--- src/rtl/transmitter_i2s.sv ---
// transmitter_i2s
// I2S serial transmitter running directly on the bit clock. Stereo PCM pairs
// arrive over a valid/ready handshake into a 2-entry FIFO. Each 64-slot frame
// sends the left word MSB-first in slots 1..DATA_SIZE and the right word in
// slots 33..32+DATA_SIZE. WS leads each channel MSB by one bit clock.
//
// Parameters:
//   DATA_SIZE     bits per channel sample (8..31)
// Ports:
//   clk           bit clock, all logic on posedge
//   rst           synchronous active-high reset
//   sample_valid  upstream offers a {left,right} pair
//   sample_ready  FIFO can accept a pair this cycle (registered)
//   sample_left   left channel sample, two's complement
//   sample_right  right channel sample, two's complement
//   i2s_sd        serial data (registered)
//   i2s_ws        word select, 0 = left, 1 = right (registered)
//   underrun      one-cycle pulse in slot 1 when a frame started with an empty FIFO
//
// Optional feature macro: TX_I2S_REPEAT_ON_UNDERRUN_EN
//   defined   -> an underrun frame repeats the previously transmitted pair
//   undefined -> an underrun frame is silent (all zeros)
module transmitter_i2s #(
  parameter int DATA_SIZE = 24
) (
  input  logic                 clk,
  input  logic                 rst,
  input  logic                 sample_valid,
  output logic                 sample_ready,
  input  logic [DATA_SIZE-1:0] sample_left,
  input  logic [DATA_SIZE-1:0] sample_right,
  output logic                 i2s_sd,
  output logic                 i2s_ws,
  output logic                 underrun
);

  localparam logic [5:0] DS6 = 6'(DATA_SIZE);

  logic [5:0]           slot_r;
  logic [5:0]           slot_nxt_s;
  logic [DATA_SIZE-1:0] fifo_left_r  [2];
  logic [DATA_SIZE-1:0] fifo_right_r [2];
  logic                 wr_ptr_r;
  logic                 rd_ptr_r;
  logic [1:0]           count_r;
  logic [1:0]           count_nxt_s;
  logic [DATA_SIZE-1:0] left_r;
  logic [DATA_SIZE-1:0] right_r;
  logic [DATA_SIZE-1:0] left_nxt_s;
  logic [DATA_SIZE-1:0] right_nxt_s;
  logic [DATA_SIZE-1:0] shifted_s;
  logic [5:0]           idx_s;
  logic                 load_s;
  logic                 push_s;
  logic                 pop_s;
  logic                 sd_nxt_s;

  // Handshake, frame-load and FIFO occupancy decisions for this edge
  always_comb begin
    slot_nxt_s = slot_r + 6'd1;
    load_s     = (slot_r == 6'd0);
    push_s     = sample_valid && sample_ready;
    pop_s      = load_s && (count_r != 2'd0);
    case ({push_s, pop_s})
      2'b10:   count_nxt_s = count_r + 2'd1;
      2'b01:   count_nxt_s = count_r - 2'd1;
      default: count_nxt_s = count_r;
    endcase
  end

  // Next contents of the channel holding registers; they change only on the
  // slot-0 load edge so upstream activity never disturbs the frame in flight
  always_comb begin
    left_nxt_s  = left_r;
    right_nxt_s = right_r;
    if (pop_s) begin
      left_nxt_s  = fifo_left_r[rd_ptr_r];
      right_nxt_s = fifo_right_r[rd_ptr_r];
    end else if (load_s) begin
`ifdef TX_I2S_REPEAT_ON_UNDERRUN_EN
      // Keep the last pair so the line level stays steady during starvation
      left_nxt_s  = left_r;
      right_nxt_s = right_r;
`else
      left_nxt_s  = {DATA_SIZE{1'b0}};
      right_nxt_s = {DATA_SIZE{1'b0}};
`endif
    end else begin
      left_nxt_s  = left_r;
      right_nxt_s = right_r;
    end
  end

  // Bit that i2s_sd must present during the next slot. The next-state holding
  // values are used so slot 1 can show the MSB popped on the same edge.
  always_comb begin
    idx_s     = 6'd0;
    shifted_s = {DATA_SIZE{1'b0}};
    sd_nxt_s  = 1'b0;
    if ((slot_nxt_s >= 6'd1) && (slot_nxt_s <= DS6)) begin
      idx_s     = DS6 - slot_nxt_s;
      shifted_s = left_nxt_s >> idx_s;
      sd_nxt_s  = shifted_s[0];
    end else if ((slot_nxt_s >= 6'd33) && (slot_nxt_s <= (DS6 + 6'd32))) begin
      idx_s     = DS6 + 6'd32 - slot_nxt_s;
      shifted_s = right_nxt_s >> idx_s;
      sd_nxt_s  = shifted_s[0];
    end else begin
      sd_nxt_s  = 1'b0;
    end
  end

  // FIFO storage; contents need no reset because occupancy is tracked by count_r
  always_ff @(posedge clk) begin
    if (push_s) begin
      fifo_left_r[wr_ptr_r]  <= sample_left;
      fifo_right_r[wr_ptr_r] <= sample_right;
    end
  end

  // Frame counter, FIFO pointers, holding registers and registered outputs
  always_ff @(posedge clk) begin
    if (rst) begin
      slot_r       <= 6'd0;
      wr_ptr_r     <= 1'b0;
      rd_ptr_r     <= 1'b0;
      count_r      <= 2'd0;
      left_r       <= {DATA_SIZE{1'b0}};
      right_r      <= {DATA_SIZE{1'b0}};
      sample_ready <= 1'b1;
      i2s_sd       <= 1'b0;
      i2s_ws       <= 1'b0;
      underrun     <= 1'b0;
    end else begin
      slot_r       <= slot_nxt_s;
      if (push_s) begin
        wr_ptr_r   <= ~wr_ptr_r;
      end
      if (pop_s) begin
        rd_ptr_r   <= ~rd_ptr_r;
      end
      count_r      <= count_nxt_s;
      left_r       <= left_nxt_s;
      right_r      <= right_nxt_s;
      sample_ready <= (count_nxt_s < 2'd2);
      i2s_sd       <= sd_nxt_s;
      i2s_ws       <= slot_nxt_s[5];
      underrun     <= load_s && (count_r == 2'd0);
    end
  end

endmodule

--- config.mk ---
export PLATFORM = sky130hd
export DESIGN_NAME = transmitter_i2s
export DESIGN_NICKNAME = d
export VERILOG_FILES = /design/src/rtl/transmitter_i2s.sv
export SDC_FILE = /design/constraint.sdc
export NUM_CORES = 1
export LEC_CHECK = 0
export CAP_MARGIN = 20
export CORE_ASPECT_RATIO = 0.8
export CORE_UTILIZATION = 34
export CTS_CLUSTER_SIZE = 10
export DETAILED_ROUTE_END_ITERATION = 6
export PLACE_DENSITY = 0.58
export RECOVER_POWER = 50
export SLEW_MARGIN = 20
export SYNTH_ARGS = -nofsm -noshare
export SYNTH_HDL_FRONTEND = slang
export SYNTH_SLANG_ARGS = --single-unit
--- constraint.sdc ---
create_clock -name clk -period 9.3 [get_ports clk]
set_input_delay 2.79 -clock clk [delete_from_list [all_inputs] [get_ports clk]]
set_output_delay 2.79 -clock clk [all_outputs]
set_load 0.02 [all_outputs]
==> After elaboration in Yosys (flattened, before gate mapping) <==
Memories as Yosys holds them, arrays and structs flattened. A register that Yosys moved wholly into a read port is not among the register bits.
Index checks and enable logic that the tools add are counted.
{ "classes": {"n_reduce_logical": 8, "bitwise": 2, "n_addsub": 5, "magnitude_cmp": 5, "n_mul": 0, "n_div": 0, "shifts": 2, "eq_ne": 2, "muxes": 13} }
{ "op_table": {"columns": ["cell", "n"], "rows": [
  ["$mux 24", 4],
  ["$shr 24x6->1", 2],
  ["$mux 1", 8],
  ["$add 6x1->6 const B", 1],
  ["$ge 6x1->1 const B", 1],
  ["$ge 6x6->1 const B", 1],
  ["$le 6x5->1 const B", 1],
  ["$le 6x6->1 const B", 1],
  ["$logic_not 6->1", 1],
  ["$sub 5x6->6 const A", 1],
  ["$sub 6x6->6 const A", 1],
  ["$logic_and 1x1->1", 5],
  ["$pmux 2 s2", 1],
  ["$add 2x1->2 const B", 1],
  ["$eq 2x1->1 const B", 1],
  ["$eq 2x2->1 const B", 1],
  ["$logic_not 2->1", 1],
  ["$lt 2x2->1 const B", 1],
  ["$not 1->1", 2],
  ["$reduce_bool 2->1", 1],
  ["$sub 2x1->2 const B", 1]
]} }
{ "totals": {"word_cells": 49, "latchBits": 0, "out_inout_bits": 4, "n_memories": 2, "inputBits": 51, "ram_bits": 96, "mem_bits_ro": 0, "regBits": 62} }
{ "memory_table": {"columns": ["memory", "words", "word_bits", "rd", "rd_ports_with_merged_regs", "wr", "line", "text"], "rows": [
  ["fifo_left_r", 2, 24, 1, 1, 1, "41", "logic [DATA_SIZE-1:0] fifo_left_r [2];"],
  ["fifo_right_r", 2, 24, 1, 1, 1, "42", "logic [DATA_SIZE-1:0] fifo_right_r [2];"]
]} }

==> Logic depth before layout (Yosys ltp) <==
{ "logic_depth": {"word_depth": 6, "mapped_depth": 12, "mapped_depth_nobuf": 10} }

==> Worst setup path after synthesis <==
No wires, ideal clock.
{ "synth_timing": {"kind": "in2reg", "startpoint": "in sample_valid", "endpoint": "mem fifo_left_r[0][0], enable pin", "arrival_ps": 4913, "t_required_ps": 8846, "cell_stages": 2, "setup_ps": 454, "slack_ps": 3933, "n_path_buf": 0, "path_cell_list": "nand2_1 nor2_1"} }
{ "synth_between": {"elab_chain_len": 3} }
{ "synth_rtl": {"columns": ["item", "line", "text"], "rows": [
  ["start: declaration", "28", "input logic sample_valid,"],
  ["$logic_and 1x1->1", "62", "push_s = sample_valid && sample_ready;"],
  ["$mux 1", "115", "if (push_s) begin"],
  ["$mux 1 (not written as such)", "116", "fifo_left_r[wr_ptr_r] <= sample_left;"],
  ["end: declaration", "41", null]
]} }
Every way passes these cells.

==> impl_metrics.toml <==
[power]
worst_ir_drop_vdd_mv = 0.120
pwr-share-clk = 0.319
p_seq_frac = 0.444
p_comb_frac = 0.237
p_per_area_nw_per_um2 = 279
leakage_nw = 2.63
power.internal_w = 0.00153
p_sw_w = 0.000642
switching_share = 0.295

[critical_path]
timing.rr.start = "slot_r[0]$_SDFF_PP0_"
timing.reg2reg.setup_slack_ps = 5190
critPathKind = "primary input to flop"
slowest_delay_ps = 1900
critPathSlowestCell = "clkbuf_1"
endpoint_kind = "flop"
rr_worst_depth = 9
arrival_ps = 5340
required_ps = 9590
cp-start-kind = "primary input"
critPathMaxFanout = 62
r2r-end = "i2s_sd$_SDFF_PP0_"
crit_chain = "clkbuf_1 -> nor4_1 -> o211ai_1 -> o32ai_2"

[floorplanning]
dieArea_um2 = 19600
num_rows = 44
initial_core_util = 0.352
die_h_um = 125
die_w_um = 156
pin_count = 55
coreArea_um2 = 18400

[finish]
final_util = 0.423
drive_gt1_frac = 0.0848
diodes = 0
fin_nets = 620
layout_commonest_cell = "edfxtp_1"
syn_to_final_growth_pct = 20.0
nFillCells = 1752
final_cell_mix = "96 x edfxtp_1, 84 x nor2_1, 63 x mux2i_1, 61 x dfxtp_1, 48 x dlygate4sd3_1"

[status]
outcome = "finished, violations left"
violations = "max-capacitance violations, max-slew violations"

[logic_synthesis]
seq_area_frac_synth = 0.637
syn_avg_cell_area_um2 = 12.3
synth_area_um2 = 6480
ys_seq_elements = 158
post_synth_num_cell_types = 50
syn-num-nets = 580
synthArstFlopShare = 0
ys_warn_count = 0
synth_edf_count = 96
synth_flop_cell = "edfxtp_1"
syn_inst = 525

[run]
maxCapViolations = 1

[drt]
drtPass1Iterations = 5
route.detailed.drc = 0
drt-wirelength-per-cell_um = 15.4
via_per_inst = 4.84
vias = 4026
ant_nets = 0
drt_wl_total_mm = 12.8
first_iter_violations = 281

[cts]
cts_buffers = 17
ctsHoldBuffers = 0
clockRootBuffer = "clkbuf_16"
clk-insertion-delay-late_ps = 420
cts_sinks = 158
clk_path_buf_depth = 2
ctsResizeCount = 0
postCtsSetupBuffers = 0
ctsHtreeMaxLevel = 4
clk_pin_slew_ps = 60
cts_tree = "yes"

[grt]
grt_use_total = 0.144
gr-total-overflow = 0
antenna_found_initial = 0
first_global_vias = 4197
grt_max_degree = 63
grt_first_pass_wirelength_mm = 21.7

[sta]
drv_slew = 63
rsz0062_at_grt = "no"
max_freq_ghz = 0.198
finalSetupViolCount = 0
fin_ws_ps = 4260
fin_worst_skew_ps = 8.80
fin_setup_tns_ps = 0
worst_pin_slew_ps = 2740
fin_crit_ps = 5040
fin_crit_sh = 0.542
maxSlewHeadroom = -0.827
hold_viol = 0

[worst_hold_path]
hp-class = "flop to flop"
worst_hold_path.num_cells = 2
hold_start = "right_r[5]$_SDFF_PP0_"
whs_endpoint = "right_r[5]$_SDFF_PP0_"

[placed_design]
io_buffer_count = 54
dp_slack_ps = 4550
gp_congestion = 0.806
hpwlAfterDp_mm = 8.28
worst max-delay path, delay by kind of cell:
| family | cells | cell delay, ps |
|---|---|---|
| buffers and inverters | 1 | 1900 |
| and+or+nand+nor | 1 | 230 |
| AOI/OAI and AO/OA | 2 | 360 |
power groups by stage:
| stage | Clock (W) | Sequential (W) | Combinational, W |
|---|---|---|---|
| global placement | 0 | 0.000977 | 0.000510 |
| global route | 0.000741 | 0.000983 | 0.000578 |
| finish | 0.000693 | 0.000965 | 0.000514 |
| floorplan | 0 | 0.000952 | 0.000408 |
| CTS | 0.000708 | 0.000969 | 0.000527 |
| detailed placement | 0 | 0.000983 | 0.000524 |
metrics by stage:
step	cell area, um2	hold slack (ps)	cells	power, W
floorplan	6480	429	525	0.00136
global placement	7180	435	799	0.00149
detailed placement	7180	446	799	0.00151
CTS	7770	452	831	0.00220
global route	7770	483	831	0.00230
finish	7770	452	831	0.00217
kinds of logic after synthesis:
logic type / count (synthesis) / synth area share
AOI/OAI and AO/OA: 67 / 0.0678
and+or+nand+nor: 169 / 0.116
DFF: 158 / 0.637
buffers and inverters: 44 / 0.0344
adders and majority gates: 4 / 0.00773
muxes: 70 / 0.120
xor gates and xnor gates: 13 / 0.0176
how the worst max path moves through the flow:
| stage | from | to | slack [ps] | cells after the start |
|---|---|---|---|---|
| 3_3_place_gp | sample_valid | fifo_left_r[1][9]$_DFFE_PP_ | 4640 | 2 |
| 4_1_cts | i2s_ws$_SDFF_PP0_ | i2s_ws | 4940 | 1 |
| 2_1_floorplan | sample_valid | fifo_left_r[0][0]$_DFFE_PP_ | 3930 | 2 |
| 5_1_grt | rst | i2s_sd$_SDFF_PP0_ | 4060 | 4 |
| 6_report | rst | i2s_sd$_SDFF_PP0_ | 4260 | 4 |
| 3_5_place_dp | sample_valid | fifo_left_r[1][18]$_DFFE_PP_ | 4550 | 2 |
final cells by class:
type / instances / area, um2 / area share
flip-flops and latches: 158 / 4130 / 0.531
clock buffers: 20 / 447 / 0.0575
repair buffers: 58 / 564 / 0.0726
inverters: 7 / 26.3 / 0.00338
well taps: 253 / 317 / 0.0407
multi-input cells: 323 / 2150 / 0.277
clock inverters: 12 / 144 / 0.0185
state kept, by name, summed over array words and instances, names as in the netlist, named ones only:
signal,flops
rd_ptr_r,1
fifo_right_r,48
slot_r,5
wr_ptr_r,1
i2s_ws,1
i2s_sd,1
count_r,2
left_r,24
sample_ready,1
right_r,24
underrun,1
fifo_left_r,48
synthesized netlist by cell type (all sizes together), types with 4 or more instances:
| cell type | instances | area (um2) |
|---|---|---|
| a211oi | 6 | 45.0 |
| a21oi | 30 | 150 |
| buf | 19 | 129 |
| clkbuf | 18 | 67.6 |
| dfxtp | 62 | 1240 |
| edfxtp | 96 | 2880 |
| ha | 4 | 50.1 |
| inv | 6 | 22.5 |
| mux2i | 63 | 631 |
| mux4 | 6 | 135 |
| nand2 | 32 | 123 |
| nand3 | 5 | 25.0 |
| nor2 | 86 | 323 |
| nor3 | 26 | 130 |
| nor4 | 5 | 46.3 |
| o21ai | 5 | 25.0 |
| o22ai | 4 | 25.0 |
| o31a | 4 | 35.0 |
| xnor2 | 9 | 78.8 |
| xor2 | 4 | 35.0 |
per-layer routing:
layer	wire length (um)	up-vias	track usage
met5	0	-	0
li1	-	1990	-
met1	6400	1933	0.202
met4	143	0	0.0502
met3	504	13	0.0364
met2	5790	90	0.214
(Power assumes the default switching activity.)
==> variant 1: new RTL, same settings <==
`DATA_SIZE`: 24 -> 12.
--- a/src/rtl/transmitter_i2s.sv
+++ b/src/rtl/transmitter_i2s.sv
@@ -21,7 +21,7 @@
 //   defined   -> an underrun frame repeats the previously transmitted pair
 //   undefined -> an underrun frame is silent (all zeros)
 module transmitter_i2s #(
-  parameter int DATA_SIZE = 24
+  parameter int DATA_SIZE = 12
 ) (
   input  logic                 clk,
   input  logic                 rst,
Interface: changed (resized sample_left and sample_right); port bits go from 55 to 31. No check against the original RTL was run, so the function may have changed too.
==> variant 1 against the unedited design <==
  * The flow still finishes with violations (max-capacitance violations, max-slew violations)
  * Utilization shrank 0.24 points
  * Total power fell by 48%
  * Synthesized area shrank 43%
  * Wire length down 46%
  * Combinational power shrank 41%
  * Critical path depth rose by 1
  * Worst setup slack gained 0.37 ns
  * Sequential cell count down 72
  * Global-route usage decreased by 0.53 points
  * Via count fell by 40%
  * Design area down 44%
  * Critical endpoint unchanged
==> variant 1: results (changes against the unedited design) <==
- Result of the run: finished with violations
- Violations in the final reports: max-capacitance violations, max-slew violations
- Pin count of the biggest net entering global routing: 38 (-40%)
- Sequential cell area fraction in the yosys report: 59.3% (-4.4 points)
- Number of synthesized flops with an enable pin: 48 (-50%)
- Total area of sequential cells: 2200 µm² (-47%)
- Place WS: 5.09 ns (+0.544 ns)
- Count of inverters other than clock inverters in the layout: 4 (-3)
- Proportion of total power due to net switching: 30.3% (+0.74 points)
- Number of nets at the end of the flow: 368 (-41%)
- GRT Total Usage: 13.9% (-0.53 points)
- Fraction of standard cell area in multi-input logic: 31.5% (+3.8 points)
- Maximum fanout along the worst path: 37 (-40%)
- Mean area per synthesized cell: 11.8 µm² (-4.4%)
- Synth cell types: 45 (-10%)
- Synth top area cells: sky130_fd_sc_hd__edfxtp_1, sky130_fd_sc_hd__dfxtp_1, sky130_fd_sc_hd__mux2i_1, sky130_fd_sc_hd__nor2_1, sky130_fd_sc_hd__a21oi_1
- Crit path arrival time: 4.91 ns (-0.43 ns)
- Placed cells: 466 (-42%)
- Number of max-capacitance violations reported: 1 (unchanged)
- Clock buffer count in the final layout: 12 (-40%)
- Post-synthesis net count: 346 (-40%)
- Detailed-router iteration count before antenna repair: 4 (-1)
- Total clock sinks: 86 (-46%)
- Layout filler cell count: 980 (-44%)
- Instance area at placement: 4130 µm² (-43%)
- Largest registers: fifo_left_r (24), fifo_right_r (24)
- DRT Wirelength: 6.94 mm (-46%)
- Via count of the first global-routing pass: 2,247 (-46%)
- Layout multi-input combinational cell count: 199 (-38%)
- Routed WL per cell: 14.4 µm (-6.8%)
- CTS buffer count: 9 (-8)
- Sequential cell fraction of total power: 45.1% (+0.7 points)
- Count of plain and timing-repair buffers: 37 (-36%)
- Final Slew Violations: 38 (-40%)
- Clock network share of area: 6.07% (-1.5 points)
- Relative area of non-clock buffer cells in the final design: 7.95% (+0.69 points)
- Post-layout power: 1.14 mW (-48%)
- Power per Cell Area: 259 nW/µm² (-7.2%)
- # port buffers: 30 (-44%)
- Post-detailed-placement half-perimeter wirelength: 4.34 mm (-48%)
- Worst-case vdd ir drop: 122 µV (+1.7%)
- Max incr delay on CP: 1.16 ns (-0.74 ns)
- Reported combinational group power: 301 µW (-41%)
- Rel. slew slack: -7.91% (+75 points)
- Post-cts sizing count: 0 (unchanged)
- Violation count after the first detailed-routing iteration: 141 (-50%)
- Most instantiated cells after synthesis: sky130_fd_sc_hd__edfxtp_1, sky130_fd_sc_hd__nor2_1, sky130_fd_sc_hd__dfxtp_1
- Static Leakage: 1.47 nW (-44%)
- Insertion delay of the later-clocked pin in the worst-skew pair: 0.34 ns (-0.08 ns)
## variant 1: kinds of logic after synthesis
group,Yosys count,synth area share [%]
and+or+nand+nor,95,13.2
muxes,31,10.4
adders and majority gates,4,1.35
buffers and inverters,30,3.60
DFF,86,59.3
xor gates and xnor gates,10,2.36
AOI/OAI and AO/OA,59,9.83
## variant 1: final timing paths
path         slack (ns)        end       from
min                0.48  left_r[2]  left_r[2]
max                4.63     i2s_sd        rst
min reg2reg        0.48  left_r[2]  left_r[2]
max reg2reg        6.22     i2s_sd  slot_r[0]
## variant 1: per-layer routing
layer | share of wire, % | global-route usage, % | vias up
li1 | - | - | 1217
met1 | 52 | 18.8 | 1136
met2 | 42 | 19.7 | 42
met3 | 4.3 | 5.44 | 11
met4 | 1.4 | 5.38 | 0
met5 | 0 | 0 | -
==> variant 2: new RTL, same settings <==
Made on the original files. Make the reset (`rst`) asynchronous in one clocked block. Comments in the files are not updated.
--- a/src/rtl/transmitter_i2s.sv
+++ b/src/rtl/transmitter_i2s.sv
@@ -119,7 +119,7 @@
   end
 
   // Frame counter, FIFO pointers, holding registers and registered outputs
-  always_ff @(posedge clk) begin
+  always_ff @(posedge clk or posedge rst) begin
     if (rst) begin
       slot_r       <= 6'd0;
       wr_ptr_r     <= 1'b0;
Function: differs if rst is asserted again (counterexample within 4 cycles, from zero or initial values and one cycle with rst high); with rst held inactive, the same outputs for 10 cycles.
==> variant 2 against the unedited design <==
  * The flow still finishes with violations (max-capacitance violations, max-slew violations)
  * Synthesized cell count decreased by 10%
  * Utilization increased by 0.14 points
  * Sequential share of layout area increased by 1.1 points
  * Cell count decreased by 4.3%
  * Design area increased by 4.8%
  * Highest routed layer unchanged
  * Synthesized area increased by 4.0%
  * Sequential cell count decreased by 1
  * Die area increased by 3.9%
  * Worst setup slack improved by 0.54 ns
  * Count of clock-buffer cells in the layout decreased by 1
  * Wire length decreased by 1.5%
Power is not compared: it rests on default switching activity, and its combinational part moved more than twofold at a synthesized area within 25%.
==> variant 2: results (changes against the unedited design) <==
- Area of the core region: 19,200 µm² (+4.4%)
- Violation count after the first detailed-routing iteration: 202 (-28%)
- Start of the worst register-to-register path: slot_r[2]
- Mean area per synthesized cell: 14.3 µm² (+16%)
- GRT Total Usage: 13.3% (-1.1 points)
- Synth cell types: 51 (+2.0%)
- Placed cells: 763 (-4.5%)
- Place WS: 4.58 ns (+0.0358 ns)
- Share of cells above drive strength 1: 11.7% (+3.3 points)
- Layout-stage area growth over the synthesis result: 20.9%
- Total area of sequential cells: 4410 µm² (+6.9%)
- Number of nets at the end of the flow: 579 (-6.6%)
- Instance area at placement: 7510 µm² (+4.6%)
- Mux share of post-synthesis cell area: 16.6% (+4.6 points)
- Met3 Track Usage GR: 2.98% (-0.66 points)
- Most instantiated cells after synthesis: sky130_fd_sc_hd__edfxtp_1, sky130_fd_sc_hd__nand2_1, sky130_fd_sc_hd__dfrtp_1
- Met1 track demand over resource: 18.2% (-2.1 points)
- Minimum hold slack: 0.467 ns (+0.0153 ns)
- Xor/xnor cell area share of the yosys netlist: 1.54% (-0.22 points)
- Clock network share of area: 8.05% (+0.45 points)
- Clock skew: 0.0104 ns (+0.00161 ns)
- Number of max-capacitance violations reported: 1 (unchanged)
- Global-route wire length before repair: 20.8 mm (-3.8%)
- Final RePlAce weighted congestion: 0.802 (-0.45%)
- Clock buffer count in the final layout: 19 (-5.0%)
- Multi-input logic area: 2140 µm² (-0.58%)
- Final Slew Violations: 39 (-38%)
- Layout filler cell count: 1,744 (-0.46%)
- Result of the run: finished with violations
- Violations in the final reports: max-capacitance violations, max-slew violations
- Relative area of non-clock buffer cells in the final design: 7.14% (-0.11 points)
- Post-synthesis net count: 527 (-9.1%)
- Pin count of the biggest net entering global routing: 62 (-1.6%)
- Worst-path cell with the longest stage delay: sky130_fd_sc_hd__and2_0
- Layout multi-input combinational cell count: 279 (-14%)
- Crit path arrival time: 4.83 ns (-0.51 ns)
- Critical path's top delay family: simple AND/OR/NAND/NOR gates
- Share of the clock period used by the worst path: 48.4% (-5.8 points)
- Max incr delay on CP: 1.73 ns (-0.17 ns)
- DRT Wirelength: 12.6 mm (-1.5%)
- Synthesized-area fraction occupied by ao, oa, aoi and oai cells: 4.85% (-1.9 points)
- Sequential cell area fraction in the yosys report: 65.5% (+1.8 points)
- Launch instance of the worst min-delay path: left_r[19]
- Synth top area cells: sky130_fd_sc_hd__edfxtp_1, sky130_fd_sc_hd__dfrtp_1, sky130_fd_sc_hd__mux2i_1, sky130_fd_sc_hd__mux4_2, sky130_fd_sc_hd__nand2_1
- Post-detailed-placement half-perimeter wirelength: 8.04 mm (-2.9%)
- Measured slew at the worst slew-check pin: 2.25 ns (-0.489 ns)
- Total clock sinks: 157 (-0.63%)
- Routed WL per cell: 15.9 µm (+3.0%)
- Proportion of synthesized flip-flops having asynchronous set or reset: 38.9% (+39 points)
- Adder-cell share of the synthesized area: 0.743% (-0.029 points)
- Setup crit start kind: flip-flop
## variant 2: changes by cell type after synthesis, moves of 16 or more
cell	unedited run	this run
sky130_fd_sc_hd__nor3_1	26	5
sky130_fd_sc_hd__dfxtp_1	62	0
sky130_fd_sc_hd__o31ai_1	1	17
sky130_fd_sc_hd__mux2_2	1	17
sky130_fd_sc_hd__nand2_1	31	64
sky130_fd_sc_hd__a21oi_1	30	1
sky130_fd_sc_hd__dfrtp_1	0	60
sky130_fd_sc_hd__nor2_1	86	41
## variant 2: per-layer routing
layer | part of all wire, % | vias up
li1 | - | 1837
met1 | 51 | 1936
met2 | 46 | 72
met3 | 3.0 | 7
met4 | 0.50 | 0
met5 | 0 | -
## variant 2: worst paths after layout
| kind | end | cells after the start |
|---|---|---|
| worst max-delay path | i2s_sd | 7 |
| worst min-delay path | left_r[19] | 2 |
| worst max register to register | i2s_sd | 7 |
| worst min register to register | left_r[19] | 2 |
| max in group asynchronous | rd_ptr_r | 3 |
| min in group asynchronous | wr_ptr_r | 3 |
